### src/rtl/mem_port_arbiter.sv
// Shares one memory port between fetch (IF) and load/store (MEM), data first with a fetch starvation guard.
// Latency: grant on the first edge after a request, done combinational with mem_ack, so 2 cycles minimum.
// Backpressure: the loser is held via stall_if/stall_mem; mem_* stay stable until mem_ack or timeout.
module mem_port_arbiter #(
  parameter int ADDR_W     = 32,
  parameter int DATA_W     = 32,
  parameter int STARVE_MAX = 4,
  parameter int TIMEOUT    = 64
) (
  input  logic              clk,
  input  logic              rst,
  input  logic              if_req,
  input  logic [ADDR_W-1:0] if_addr,
  input  logic              if_flush,
  output logic [DATA_W-1:0] if_rdata,
  output logic              if_done,
  output logic              if_err,
  input  logic              d_req,
  input  logic              d_we,
  input  logic [ADDR_W-1:0] d_addr,
  input  logic [DATA_W-1:0] d_wdata,
  input  logic [3:0]        d_be,
  output logic [DATA_W-1:0] d_rdata,
  output logic              d_done,
  output logic              d_err,
  output logic              stall_if,
  output logic              stall_mem,
  output logic              mem_req,
  output logic              mem_we,
  output logic [ADDR_W-1:0] mem_addr,
  output logic [DATA_W-1:0] mem_wdata,
  output logic [3:0]        mem_be,
  input  logic              mem_ack,
  input  logic [DATA_W-1:0] mem_rdata
);

  typedef enum logic [1:0] {IDLE, BUSY_IF, BUSY_D} state_t;

  localparam logic [3:0] STARVE_LIM = 4'(STARVE_MAX);
  localparam logic [7:0] TMO_LAST   = 8'((TIMEOUT > 0) ? TIMEOUT - 1 : 0);
  localparam logic       TMO_EN     = (TIMEOUT > 0);

  state_t     state;
  logic [3:0] starve_cnt;
  logic [7:0] tmo_cnt;
  logic       discard;

  logic busy;
  logic tmo_hit;
  logic grant_if;
  logic grant_d;

  // Arbitration and timeout decode; a flushed fetch never wins, data wins until fetch has waited STARVE_MAX grants
  always_comb begin
    busy     = (state != IDLE);
    tmo_hit  = TMO_EN & busy & (tmo_cnt == TMO_LAST) & ~mem_ack;
    grant_if = (state == IDLE) & if_req & ~if_flush & (~d_req | (starve_cnt == STARVE_LIM));
    grant_d  = (state == IDLE) & d_req & ~grant_if;
  end

  // Completion, error and stall outputs follow mem_ack in the same cycle; stalls are forced low during reset
  always_comb begin
    if_done   = (state == BUSY_IF) & mem_ack & ~discard;
    d_done    = (state == BUSY_D) & mem_ack;
    if_err    = (state == BUSY_IF) & tmo_hit & ~discard;
    d_err     = (state == BUSY_D) & tmo_hit;
    if_rdata  = mem_rdata;
    d_rdata   = mem_rdata;
    stall_if  = rst & if_req & ~if_done & ~if_err;
    stall_mem = rst & d_req & ~d_done & ~d_err;
  end

  // Port-owner FSM with registered memory request fields, starvation and timeout counters
  always_ff @(posedge clk or negedge rst) begin
    if (!rst) begin
      state      <= IDLE;
      mem_req    <= 1'b0;
      mem_we     <= 1'b0;
      mem_addr   <= '0;
      mem_wdata  <= '0;
      mem_be     <= '0;
      starve_cnt <= '0;
      tmo_cnt    <= '0;
      discard    <= 1'b0;
    end else begin
      case (state)
        IDLE: begin
          tmo_cnt <= '0;
          discard <= 1'b0;
          if (grant_if) begin
            state      <= BUSY_IF;
            mem_req    <= 1'b1;
            mem_we     <= 1'b0;
            mem_addr   <= if_addr;
            mem_wdata  <= '0;
            mem_be     <= 4'hF;
            starve_cnt <= '0;
          end else if (grant_d) begin
            state     <= BUSY_D;
            mem_req   <= 1'b1;
            mem_we    <= d_we;
            mem_addr  <= d_addr;
            mem_wdata <= d_wdata;
            mem_be    <= d_be;
            if (!if_req) begin
              starve_cnt <= '0;
            end else if (starve_cnt != STARVE_LIM) begin
              starve_cnt <= starve_cnt + 4'd1;
            end
          end
        end
        BUSY_IF, BUSY_D: begin
          if (mem_ack || tmo_hit) begin
            state   <= IDLE;
            mem_req <= 1'b0;
            tmo_cnt <= '0;
            discard <= 1'b0;
          end else begin
            if (TMO_EN) begin
              tmo_cnt <= tmo_cnt + 8'd1;
            end
            if (state == BUSY_IF && if_flush) begin
              discard <= 1'b1;
            end
          end
        end
        default: begin
          state   <= IDLE;
          mem_req <= 1'b0;
        end
      endcase
    end
  end

endmodule

### config.mk
export PLATFORM = sky130hd
export DESIGN_NAME = mem_port_arbiter
export DESIGN_NICKNAME = d
export VERILOG_FILES = /design/src/rtl/mem_port_arbiter.sv
export SDC_FILE = /design/constraint.sdc
export NUM_CORES = 1
export LEC_CHECK = 0
export CORE_MARGIN = 2
export CORE_UTILIZATION = 37
export CTS_CLUSTER_SIZE = 30
export DETAILED_ROUTE_END_ITERATION = 12
export GPL_ROUTABILITY_DRIVEN = 1
export PLACE_DENSITY = 0.86
export SETUP_SLACK_MARGIN = 0.1
export SYNTH_ARGS = -nofsm -noshare
export SYNTH_HDL_FRONTEND = slang
export SYNTH_SLANG_ARGS = --single-unit
### constraint.sdc
create_clock -name clk -period 1.75 [get_ports clk]
set_input_delay 0.35 -clock clk [delete_from_list [all_inputs] [get_ports clk]]
set_output_delay 0.35 -clock clk [all_outputs]
set_load 0.005 [all_outputs]
==> results of run 1 <==
==> stage by stage <==
| step | setup TNS (ns) | setup WS (ns) | std cells | utilization (%) | total power, mW |
|---|---|---|---|---|---|
| 6_report | -1.66 | -0.418 | 721 | 60.5 | 10.8 |
| 3_3_place_gp | -8.39 | -0.279 | 681 | 52.7 | 7.48 |
| 4_1_cts | -1.62 | -0.406 | 707 | 57.5 | 10.2 |
| 2_1_floorplan | 0 | 0.106 | 407 | - | 5.24 |
| 5_1_grt | -4.84 | -0.495 | 721 | 60.5 | 11.3 |
| 3_5_place_dp | -9.62 | -0.394 | 681 | 52.7 | 7.68 |
==> cell type report <==
class                   instances  area share (%)
flip-flops and latches         85            30.8
multi-input cells             230            25.1
well taps                     143            2.59
repair buffers                239            36.2
inverters                       9           0.525
clock inverters                 4            1.41
clock buffers                  11            3.37
==> worst min path at each step <==
stage	start	to	slack, ns
4_1_cts	rst	mem_wdata[22]	0.08
3_5_place_dp	rst	mem_wdata[22]	0.44
2_1_floorplan	rst	discard	0.05
6_report	rst	mem_wdata[22]	0.07
5_1_grt	rst	mem_wdata[22]	0.11
3_3_place_gp	rst	mem_wdata[22]	0.43
==> state kept, by name (all words and copies together), names as in the netlist, 2 cells and up <==
signal	flops
mem_addr	32
mem_be	4
mem_wdata	32
starve_cnt	4
state	2
tmo_cnt	8
==> Yosys cell counts (2+ instances only) <==
cell type / instances / area share [%]
a22o_1: 35 / 7.1
a21oi_1: 6 / 0.69
nor3_1: 4 / 0.46
a21o_1: 2 / 0.35
nand2_1: 46 / 4.0
nor2_1: 9 / 0.78
o21ai_1: 5 / 0.58
nand3_1: 6 / 0.69
dfrtp_1: 85 / 49
mux2i_1: 32 / 7.4
ha_1: 7 / 2.0
buf_4: 75 / 13
clkbuf_2: 2 / 0.23
inv_1: 9 / 0.78
o21ai_0: 36 / 4.2
xnor2_1: 2 / 0.40
o22ai_1: 2 / 0.29
nand2b_1: 6 / 0.87
nand3b_1: 3 / 0.52
and2_1: 2 / 0.29
o211a_1: 2 / 0.46
buf_2: 5 / 0.58
o22a_1: 5 / 1.0
==> what timing repair did <==
action,CTS,global route
setup buffers,9,10
pin swaps,9,10
cloned,4,6
resized for setup,47,56
endpoints found under the setup margin,52,90
==> where the power goes <==
group | internal, mW | leakage (nW) | total, mW | switching, mW
Sequential | 2.82 | 1.05 | 3.33 | 0.509
Combinational | 3.21 | 1.85 | 5.30 | 2.10
Clock | 1.39 | 0.156 | 2.13 | 0.740
==> logic make-up (layout without fill, tap and decap cells) <==
kind of cell	after synthesis	in the layout	share of synthesized area (%)
xor gates and xnor gates	2	2	0.404
buffers and inverters	92	263	14.7
muxes	32	32	7.39
AOI/OAI and AO/OA	102	102	16.8
DFF	85	85	49.1
and+or+nand+nor	87	87	9.59
adders and majority gates	7	7	2.02
==> metal layers <==
metal / track usage (%) / vias to the layer above
li1: - / 1705
met2: 34.1 / 187
met4: 7.48 / 0
met5: 0 / -
met1: 22.1 / 1818
met3: 5.45 / 38
==> out/qor.yml, run 1 <==
regToRegEndpoint: "state[1]"
synth_edf_count: 0
cp-end-kind: "output port"
dr_wl_met2_um: 6890
r2r_cells: 8
regArea_sq_um: 2130
wl_per_cell_um: 18.3
powerDensity_nw_per_um2: 1560
cp.arrival_ns: 1.82
numPortBuffers: 182
die_y_um: 112
crit_buf_inv: 2
topRoutingLayerUsed: "met4"
first_pass_iters: 4
root_buffer: "clkbuf_16"
final_nets: 720
ctsHoldBuffers: 0
vdd_drop_max_mv: 0.809
antenna_found_initial: 0
path_cells: "ha_2 -> and4b_1 -> nand4_1 -> and2_4 -> buf_6 -> o211a_1 -> buf_2"
synthDistinctLibCells: 44
skew_ns: 0.00658
synth.avg_cell_area_sq_um: 10.6
period_share_pct: 124
core_sq_um: 11400
htree_num_levels: 3
cts_tree: "yes"
syn_inst: 407
wl_um: 13200
violations: "negative setup slack"
gp_congestion: 0.857
grt_overflow_total: 0
die_w_um: 112
layout_common_cells: "clkdlybuf4s50_1 (175), dfrtp_1 (85), nand2_1 (40)"
start_util_pct: 37.9
period_minus_slack_ns: 2.17
fmax_ghz: 0.461
antennaDiodeCount: 0
path_max_fanout: 2
hold_ws_ns: 0.0746
yosysWarningCount: 0
syn-num-nets: 553
ant_nets: 0
setup_viol: 18
grt_pass1_vias: 3868
grt_pass1_wl_um: 19400
rrSetupSlack_ns: -0.14
yosysSeqAreaShare_pct: 49.1
path_depth: 7
io_pins: 279
layout_setup_ws_ns: -0.418
cts_buffer_depth: 2
wirelength_met1_um: 5050
tightestPinTransition_ns: 0.652
slew_headroom_pct: 56.6
cts_sinks: 85
critPathCapture: "stall_mem"
status: "finished, violations left"
hold_path.class: "input pin to async pin"
netlist_area_sq_um: 4330
cpMaxStageDelayCell: "dfrtp_1"
dpl_cell_area_sq_um: 6020
die_area_sq_um: 12600
layout_commonest_cell: "clkdlybuf4s50_1"
design_area_sq_um: 6910
synth_ff_type: "dfrtp_1"
start_kind: "flop"
drv_slew: 0
numCtsBuffers: 9
met3_length_um: 956
vias: 3748
fillers: 901
synth-seq-cells: 85
drt-initial-drc-count: 212
slowest_delay_ns: 0.37
cp-startpoint: "tmo_cnt[1]"
grt_max_degree: 52
multi_input_area_sq_um: 1740
path_class: "flop to output port"
via_per_inst: 5.20
syn2layout_area_growth_pct: 59.6
row_count: 39
rsz0062_at_grt: "true"
async_flop_share_pct: 100
drv_cap: 0
path_clk_slew_ns: 0.06
timing.rr.start: "tmo_cnt[1]"
drc: 0
p_leak_nw: 3.06
crit_required_ns: 1.40
dp_hpwl_um: 8380
worstSkewPairLatency_ns: 0.33
finalHoldViolCount: 0
gr-usage-all-layers_pct: 19.3
crit_family: "simple AND/OR/NAND/NOR gates"
drive_gt1_share_pct: 19.4
No activity file was read; power rests on OpenSTA's default activity.
==> run 2: changes to the inputs <==
--- a/config.mk
+++ b/config.mk
@@ -5,6 +5,7 @@
 export SDC_FILE = /design/constraint.sdc
 export NUM_CORES = 1
 export LEC_CHECK = 0
+export ABC_CLOCK_PERIOD_IN_PS = 1750
 export CORE_MARGIN = 2
 export CORE_UTILIZATION = 37
 export CTS_CLUSTER_SIZE = 30
==> results of run 2 <==
No change in the layout: final DEF, timing and power equal those of run 1.
==> run 3: changes to the inputs <==
--- a/config.mk
+++ b/config.mk
@@ -5,13 +5,14 @@
 export SDC_FILE = /design/constraint.sdc
 export NUM_CORES = 1
 export LEC_CHECK = 0
+export ABC_AREA = 1
 export ABC_CLOCK_PERIOD_IN_PS = 1750
 export CORE_MARGIN = 2
-export CORE_UTILIZATION = 37
+export CORE_UTILIZATION = 39
 export CTS_CLUSTER_SIZE = 30
 export DETAILED_ROUTE_END_ITERATION = 12
 export GPL_ROUTABILITY_DRIVEN = 1
-export PLACE_DENSITY = 0.86
+export PLACE_DENSITY = 0.89
 export SETUP_SLACK_MARGIN = 0.1
 export SYNTH_ARGS = -nofsm -noshare
 export SYNTH_HDL_FRONTEND = slang
==> out/qor.yml, run 3 <==
layout_common_cells: "clkdlybuf4s50_1 (173), nand2_1 (130), dfrtp_1 (85)"
final_nets: 930  # +29%
synth-seq-cells: 85  # unchanged
path_clk_slew_ns: 0.07  # about the same
finalHoldViolCount: 0  # unchanged
io_pins: 279  # unchanged
dp_hpwl_um: 9300  # +11%
path_max_fanout: 2  # unchanged
drive_gt1_share_pct: 26.8  # +7.4 points
cts_buffer_depth: 2  # unchanged
cts_sinks: 85  # unchanged
rsz0062_at_grt: "true"
first_pass_iters: 4  # unchanged
cp-end-kind: "output port"
gr-usage-all-layers_pct: 21.8  # +2.6 points
grt_max_degree: 49  # -5.8%
ys_top_cells_by_count: "nand2_1 (168), dfrtp_1 (85), buf_4 (64)"
hold_ws_ns: 0.0850  # +0.0104 ns
synth.avg_cell_area_sq_um: 8.19  # -23%
path_class: "flop to output port"
drv_cap: 0  # unchanged
cpMaxStageDelayCell: "dfrtp_1"
setup_viol: 64  # +46
r2r_cells: 12  # +4
die_w_um: 117  # +4.5%
period_minus_slack_ns: 1.99  # -0.178 ns
crit_required_ns: 1.40  # about the same
status: "finished, violations left"
final_cells: 960  # +33%
timing.rr.start: "state[0]"
antennaDiodeCount: 0  # unchanged
slew_headroom_pct: 57.0  # +0.42 points
die_y_um: 117  # +4.5%
start_kind: "flop"
grt_pass1_vias: 4620  # +19%
crit_buf_inv: 5  # +3
yosysTopAreaCell: "dfrtp_1"
place_inst: 908  # +33%
final_util_pct: 62.7  # +2.2 points
drt-initial-drc-count: 256  # +21%
syn-num-nets: 757  # +37%
cpMostUsedCell: "inv_2"
violations: "negative setup slack"
async_flop_share_pct: 100  # unchanged
synth_edf_count: 0  # unchanged
slowest_delay_ns: 0.38  # about the same
layout_commonest_cell: "clkdlybuf4s50_1"
yosys.area.top_type_share_pct: 42.5  # -6.6 points
worstSkewPairLatency_ns: 0.33  # about the same
tightestPinTransition_ns: 0.645  # -0.00637 ns
row_count: 41  # +5.1%
syn_inst: 611  # +50%
hold_path.class: "input pin to async pin"
synthDistinctLibCells: 27  # -39%
vdd_drop_max_mv: 0.690  # -15%
place_ws_ns: -0.379  # +0.0148 ns
p_leak_nw: 3.68  # +20%
reg.largest.list: "mem_addr x32, mem_wdata x32, tmo_cnt x8"
regToRegEndpoint: "mem_addr[3]"
drc: 0  # unchanged
vias: 4635  # +24%
cts_tree: "yes"
path_cells: "inv_2 -> ha_4 -> nor2_4 -> nand4_1 -> buf_4 -> inv_2 -> nand2_2 -> nand2_1 -> inv_1 -> buf_2"
via_per_inst: 4.83  # -7.1%
rrSetupSlack_ns: -0.09  # +0.05 ns
ant_nets: 0  # unchanged
grt_pass1_wl_um: 23100  # +19%
period_share_pct: 114  # -10 points
synth_ff_type: "dfrtp_1"
fmax_ghz: 0.503  # +8.9%
core_sq_um: 12600  # +10%
gp_congestion: 0.823  # -4.0%
start_util_pct: 39.8  # +1.9 points
skew_ns: 0.00611  # -0.000467 ns
wl_per_cell_um: 16.5  # -9.8%
powerDensity_nw_per_um2: 1420  # -9.0%
drv_slew: 0  # unchanged
synth.most_common_cell: "nand2_1"
numPortBuffers: 182  # unchanged
cp.arrival_ns: 1.64  # -0.18 ns
yosysSeqAreaShare_pct: 42.5  # -6.6 points
syn2layout_area_growth_pct: 57.7
htree_num_levels: 3  # unchanged
die_area_sq_um: 13700  # +9.2%
synthTopCellsByArea: "dfrtp_1 (43%), nand2_1 (13%), buf_4 (9.6%)"
grt_overflow_total: 0  # unchanged
wl_um: 15900  # +20%
netlist_area_sq_um: 5000  # +15%
root_buffer: "clkbuf_16"
crit_family: "buffers and inverters"
antenna_found_initial: 0  # unchanged
layout_setup_ws_ns: -0.240  # +0.178 ns
numCtsBuffers: 9  # unchanged
yosysWarningCount: 0  # unchanged
[run 3: cell types whose count changed after synthesis, sizes merged, moves of 3 or more]
cell | previous run | this run
nor2 | 9 | 62
nand3 | 6 | 45
a22o | 35 | 0
buf | 80 | 88
o21ai | 42 | 6
mux2i | 32 | 0
inv | 9 | 61
nand3b | 3 | 32
xor2 | 0 | 3
nand2 | 47 | 173
o22a | 5 | 0
nand2b | 6 | 0
a21oi | 7 | 37
[run 3: cell type report]
cell class              count  area, sq um
clock buffers              10          239
flip-flops and latches     85         2130
clock inverters             5         75.1
well taps                 172          215
multi-input cells         373         2200
repair buffers            251         2750
inverters                  62          250
repair inverters            2         27.5
fillers                   969         4680
[run 3: power by group]
group          switching (mW)  leakage (nW)  internal, mW  total (mW)
clock network           0.792         0.158          1.28        2.07
logic                    2.45          2.50          3.29        5.74
registers               0.545          1.03          2.81        3.36
total                    3.78          3.68          7.38        11.2
[run 3: what timing repair did]
item,4_1_cts,5_1_grt
pin swaps,47,19
buffers inserted,25,3
endpoints found under the hold margin,0,0
gates cloned,12,0
endpoints found under the setup margin,82,86
hold buffers,0,0
gates resized for setup,97,62
[run 3: how the worst max path moves through the flow]
| stage | slack, ns | to | cells past startpoint | startpoint |
|---|---|---|---|---|
| global route | -0.33 | stall_if | 10 | tmo_cnt[1] |
| floorplan | 0.13 | mem_wdata[10] | 10 | state[0] |
| global placement | -0.31 | stall_if | 8 | mem_ack |
| CTS | -0.20 | stall_mem | 8 | state[0] |
| finish | -0.24 | stall_if | 10 | state[0] |
| detailed placement | -0.38 | stall_if | 7 | mem_ack |
[run 3: kinds of logic (layout without fill, tap and decap cells)]
family / Yosys count / after routing / synth area share, %
simple gates: 318 / 318 / 29.1
buf+inv: 153 / 330 / 19.1
fa+ha+maj: 7 / 7 / 1.75
flops: 85 / 85 / 42.5
xor+xnor: 3 / 3 / 0.525
compound gates: 45 / 45 / 6.98
[run 3: through the flow]
step | TNS, ns | cell area (sq um) | total power [mW]
finish | -2.96 | 7890 | 11.2
CTS | -2.66 | 7730 | 11.0
global route | -7.10 | 7890 | 11.8
floorplan | 0 | 5000 | 5.40
global placement | -8.25 | 6660 | 7.62
detailed placement | -10.80 | 6660 | 7.75
[run 3: per-layer routing]
| layer | vias to the layer above | GRT usage [%] | wire length, um |
|---|---|---|---|
| met1 | 2214 | 24.1 | 6050 |
| met5 | - | 0 | 0 |
| met4 | 0 | 8.31 | 393 |
| met3 | 42 | 6.69 | 1320 |
| li1 | 2182 | - | - |
| met2 | 197 | 39.4 | 8080 |
[run 3: worst reg2reg max path, cell delays in order (launching register included)]
cell and delay (ns):
dfrtp_1 0.40, inv_2 0.10, ha_4 0.16, buf_6 0.09, buf_6 0.10, nand2_4 0.06
nor2_8 0.13, buf_6 0.12, buf_12 0.14, buf_8 0.12, nand3b_1 0.12, nand2_1 0.11
a21oi_2 0.06
==> variant 1, RTL diff (config.mk and constraints of run 1) <==
Reset style: synchronous (`rst`), changed in one clocked block.
--- a/src/rtl/mem_port_arbiter.sv
+++ b/src/rtl/mem_port_arbiter.sv
@@ -71,7 +71,7 @@
   end
 
   // Port-owner FSM with registered memory request fields, starvation and timeout counters
-  always_ff @(posedge clk or negedge rst) begin
+  always_ff @(posedge clk) begin
     if (!rst) begin
       state      <= IDLE;
       mem_req    <= 1'b0;
Behaviour: differs if rst is asserted again (counterexample within 4 cycles, from zero or initial values and one cycle with rst low); with rst held inactive, the same outputs for 4 cycles.
==> variant 1 against run 1 <==
The run still ends with setup timing left; largest cell class unchanged; highest routed layer unchanged; critical path type unchanged; register-to-register slack better by 0.18 ns; critical path depth is 1 higher; die area shrank 6.3%; synthesized area decreased by 6.5%; setup slack lost 0.065 ns; fmax is 2.9% lower; sequential share of layout area is 4.5 points lower; sequential cell count stayed put; wire length rose by 1.6%; global-route usage grew 0.63 points; design area decreased by 5.7%.
Power is not compared: it rests on default switching activity, and its combinational part moved more than twofold at a synthesized area within 25%.
==> variant 1: results (changes against run 1) <==
- The flow ran to the end, but the final reports show violations.
- The number of buffers inserted to repair setup after CTS is 7 (-2).
- The initial DRC count is 175 (-17%).
- The non-clock inverter count in the final layout is 10 (+1).
- The proportion of synthesized chip area in sequential cells is 0.420 (-0.0709).
- The setup skew after layout came to 0.00475 ns (-0.00183 ns).
- The share of final-layout standard cells stronger than drive strength 1 is 0.210 (+0.0164).
- The maximum number of pins on one net before global-route repair is 70 (+35%).
- The met3 usage in global routing is 0.0687 (+0.0142).
- The final setup violation count is 6 (-12).
- The mean cell area of the mapped netlist is 9.16 um2 (-14%).
- The met1 layer usage reported by global route is 0.215 (-0.00633).
- The slew at the pin closest to its max-slew limit is 0.380 ns (-0.272 ns).
- The distinct cell type count of the synthesized netlist is 41 (-6.8%).
- The met3 layer wire length in the routed design is 1.16 mm (+21%).
- The worst reg2reg path depth is 9 (+1).
- The first-pass iteration count of the detailed router came to 5 (+1).
- The post-synthesis compound-gate area fraction was 0.188 (+0.0200).
- The minimum hold slack is 0.521 ns (+0.446 ns).
- The checks that failed: setup timing.
- The final worst-path setup slack is -0.483 ns (-0.0649 ns).
- The arrival time of the worst setup path is 1.88 ns (+0.06 ns).
- The first-pass GRT wire length came to 18.1 mm (-6.5%).
- The detailed-route wire length came to 13.4 mm (+1.6%).
- The half-perimeter wire length after placement is 8.56 mm (+2.2%).
- The count of vias placed by the detailed router was 3,809 (+1.6%).
- In this run the critical register-to-register path is captured at mem_addr[3].
- The number of clock-tree buffers in the layout is 10 (-1).
- The xor and xnor fraction of the mapped netlist area is 0.0151 (+0.0111).
- The combined flip-flop and latch cell area is 0.00171 mm2 (-20%).
- The aggregate negative setup slack is -1.89 ns (-0.226 ns).
- The worst-case setup slack after placement is -0.646 ns (-0.252 ns).
- The met2 capacity usage during global routing is 0.350 (+0.00948).
## variant 1: cell types whose count changed in the layout (fill, tap and decap cells not counted), moves of 6 or more
cell / before / now
sky130_fd_sc_hd__dfrtp_1: 85 / 0
sky130_fd_sc_hd__dfxtp_1: 0 / 79
sky130_fd_sc_hd__nor2_1: 6 / 48
sky130_fd_sc_hd__a22o_1: 35 / 0
sky130_fd_sc_hd__a22oi_1: 0 / 32
sky130_fd_sc_hd__a21oi_1: 6 / 37
sky130_fd_sc_hd__nand2_1: 40 / 9
sky130_fd_sc_hd__o21ai_1: 26 / 8
sky130_fd_sc_hd__o21ai_0: 11 / 28
sky130_fd_sc_hd__clkbuf_8: 0 / 10
sky130_fd_sc_hd__clkbuf_16: 14 / 6
sky130_fd_sc_hd__buf_6: 6 / 13
sky130_fd_sc_hd__nand2_2: 6 / 0
## variant 1: worst max-delay path, delay by kind of cell (launching register included)
kind	cells	cell delay, ns
simple gates	4	0.65
fa+ha+maj	1	0.17
flops	1	0.38
buf+inv	3	0.34
==> variant 2, RTL diff (flow settings as in run 1) <==
Made on the original files. Change the parameter `DATA_W` from 32 to 48.
--- a/src/rtl/mem_port_arbiter.sv
+++ b/src/rtl/mem_port_arbiter.sv
@@ -3,7 +3,7 @@
 // Backpressure: the loser is held via stall_if/stall_mem; mem_* stay stable until mem_ack or timeout.
 module mem_port_arbiter #(
   parameter int ADDR_W     = 32,
-  parameter int DATA_W     = 32,
+  parameter int DATA_W     = 48,
   parameter int STARVE_MAX = 4,
   parameter int TIMEOUT    = 64
 ) (
Interface: changed (5 resized); port bits go from 279 to 359. No check against the original RTL was run, so the function may have changed too.
==> variant 2 against run 1 <==
The flow still finishes with violations (setup timing); non-clock buffer count is 76 higher; design area is 27% higher; wire length is 49% higher; hold slack worse by 0.0023 ns; sequential cell count is 16 higher; fmax is 2.7% lower; power is 30% higher; sequential share of layout area is 1.9 points lower; synthesized area is 19% higher; setup slack worse by 0.060 ns.
==> variant 2: results (changes against run 1) <==
- The met3 usage in global routing was 0.0660 (+0.0115).
- The half-perimeter wire length after placement is 11.2 mm (+34%).
- The first-pass GRT wire length is 28.7 mm (+48%).
- The multiplexer fraction of the synthesized cell area is 0 (-0.0739).
- The routed length per instance came to 22.9 um (+25%).
- The count of placed standard cells including taps was 781 (+15%).
- The multi-input gate count is 240 (+4.3%).
- The clock-pin transition on the worst setup and hold timing paths came to 0.08 ns (+0.02 ns).
- The final worst-path setup slack came to -0.478 ns (-0.0603 ns).
- The met2 capacity usage during global routing is 0.461 (+0.120).
- The setup skew after layout is 0.00776 ns (+0.00118 ns).
- The run finished, with violations left.
- The total track usage is 0.259 (+0.0663).
- The mean cell area of the mapped netlist is 10.9 um2 (+2.7%).
- The post-cts sizing count is 96 (+100%).
- The largest registers in the layout are mem_wdata x48, mem_addr x32, tmo_cnt x8.
- The final setup violation count is 95 (+77).
- The number of nets in the layout came to 852 (+18%).
- The maximum number of pins on one net before global-route repair is 68 (+31%).
- The non-clock inverter count in the final layout was 7 (-2).
- The routed length on met2 is 10.4 mm (+50%).
- The distinct cell type count of the synthesized netlist was 43 (-2.3%).
- The number of clock-tree buffers in the layout came to 10 (-1).
- The number of global-route vias before repair is 5,072 (+31%).
- The detailed-route wire length is 19.6 mm (+49%).
- The worst-case setup slack after placement was -0.422 ns (-0.0274 ns).
- The worst-case vdd ir drop is 0.758 mV (-6.3%).
- The wire length on met1 is 7.16 mm (+42%).
- The final weighted congestion in routability-driven placement is 0.809 (-5.6%).
- The initial DRC count is 282 (+33%).
- The count of vias placed by the detailed router is 4,507 (+20%).
- The clock buffer and inverter area fraction after layout is 0.0349 (-0.0129).
- The final standard cell area without fillers came to 0.00875 mm2 (+27%).
- The final reports fail on setup timing.
- The xor and xnor fraction of the mapped netlist area came to 0 (-0.00404).
- The total nets after synthesis is 648 (+17%).
- The fraction of standard cell area that is sequential was 0.289 (-0.0190).
- The post-synthesis compound-gate area fraction came to 0.210 (+0.0423).
- The met3 layer wire length in the routed design is 1.25 mm (+31%).
- The number of buffers outside the clock class in the layout came to 315 (+32%).
- The number of buffers inserted to repair setup after CTS is 37 (+28).
- The floorplan die area is 0.0148 mm2 (+18%).
- The proportion of synthesized chip area in sequential cells came to 0.492 (+0.000798).
- Ranked by instance count, the synthesized netlist is headed by sky130_fd_sc_hd__buf_4 (101), sky130_fd_sc_hd__dfrtp_1 (101), sky130_fd_sc_hd__nor2_1 (68).
- The aggregate negative setup slack is -12.05 ns (-10.39 ns).
- The buffer share of cell area was 0.415 (+0.0525).
==> variant 2: cell types whose count changed in the layout (fill, tap and decap cells not counted), sizes merged, moves of 3 or more <==
| cell | change |
|---|---|
| clkbuf | -5 |
| clkdlybuf4s50 | +22 |
| dfrtp | +16 |
| mux2i | -32 |
| bufbuf | +3 |
| a22o | +17 |
| o21ai | -29 |
| o22ai | +32 |
| bufinv | -3 |
| nand2 | -32 |
| nor2 | +59 |
| buf | +45 |
| dlymetal6s2s | +9 |
==> variant 2: final timing paths <==
path	startpoint	to	slack [ns]	cells past startpoint
min in group clk	mem_addr[29]	mem_addr[29]	0.52	2
hold / removal	rst	mem_wdata[5]	0.07	2
hold reg to reg	mem_addr[29]	mem_addr[29]	0.52	2
max in group asynchronous	rst	mem_wdata[9]	0.94	2
setup / recovery	state[1]	if_err	-0.48	7
setup reg to reg	state[1]	mem_addr[19]	-0.22	11
==> variant 2: where the power goes <==
part / total [mW] / switching (mW) / leakage [nW] / internal [mW]
Sequential: 3.97 / 0.644 / 1.23 / 3.32
Combinational: 7.93 / 3.02 / 2.41 / 4.91
Clock: 2.04 / 0.991 / 0.147 / 1.05
==> variant 2: cell families (layout without fill, tap and decap cells) <==
kind of cell               count (synthesis)  count (layout)
adders and majority gates                  7               7
AOI/OAI and AO/OA                        122             122
buffers and inverters                    129             338
DFF                                      101             101
and+or+nand+nor                          111             111
==> variant 2: critical path: stages (launching register included) <==
cell and delay [ns]:
sky130_fd_sc_hd__dfrtp_1 0.40, sky130_fd_sc_hd__inv_2 0.08, sky130_fd_sc_hd__ha_4 0.17, sky130_fd_sc_hd__nor4b_4 0.25
sky130_fd_sc_hd__nand2_2 0.12, sky130_fd_sc_hd__buf_6 0.14, sky130_fd_sc_hd__nor4b_4 0.23, sky130_fd_sc_hd__buf_2 0.15
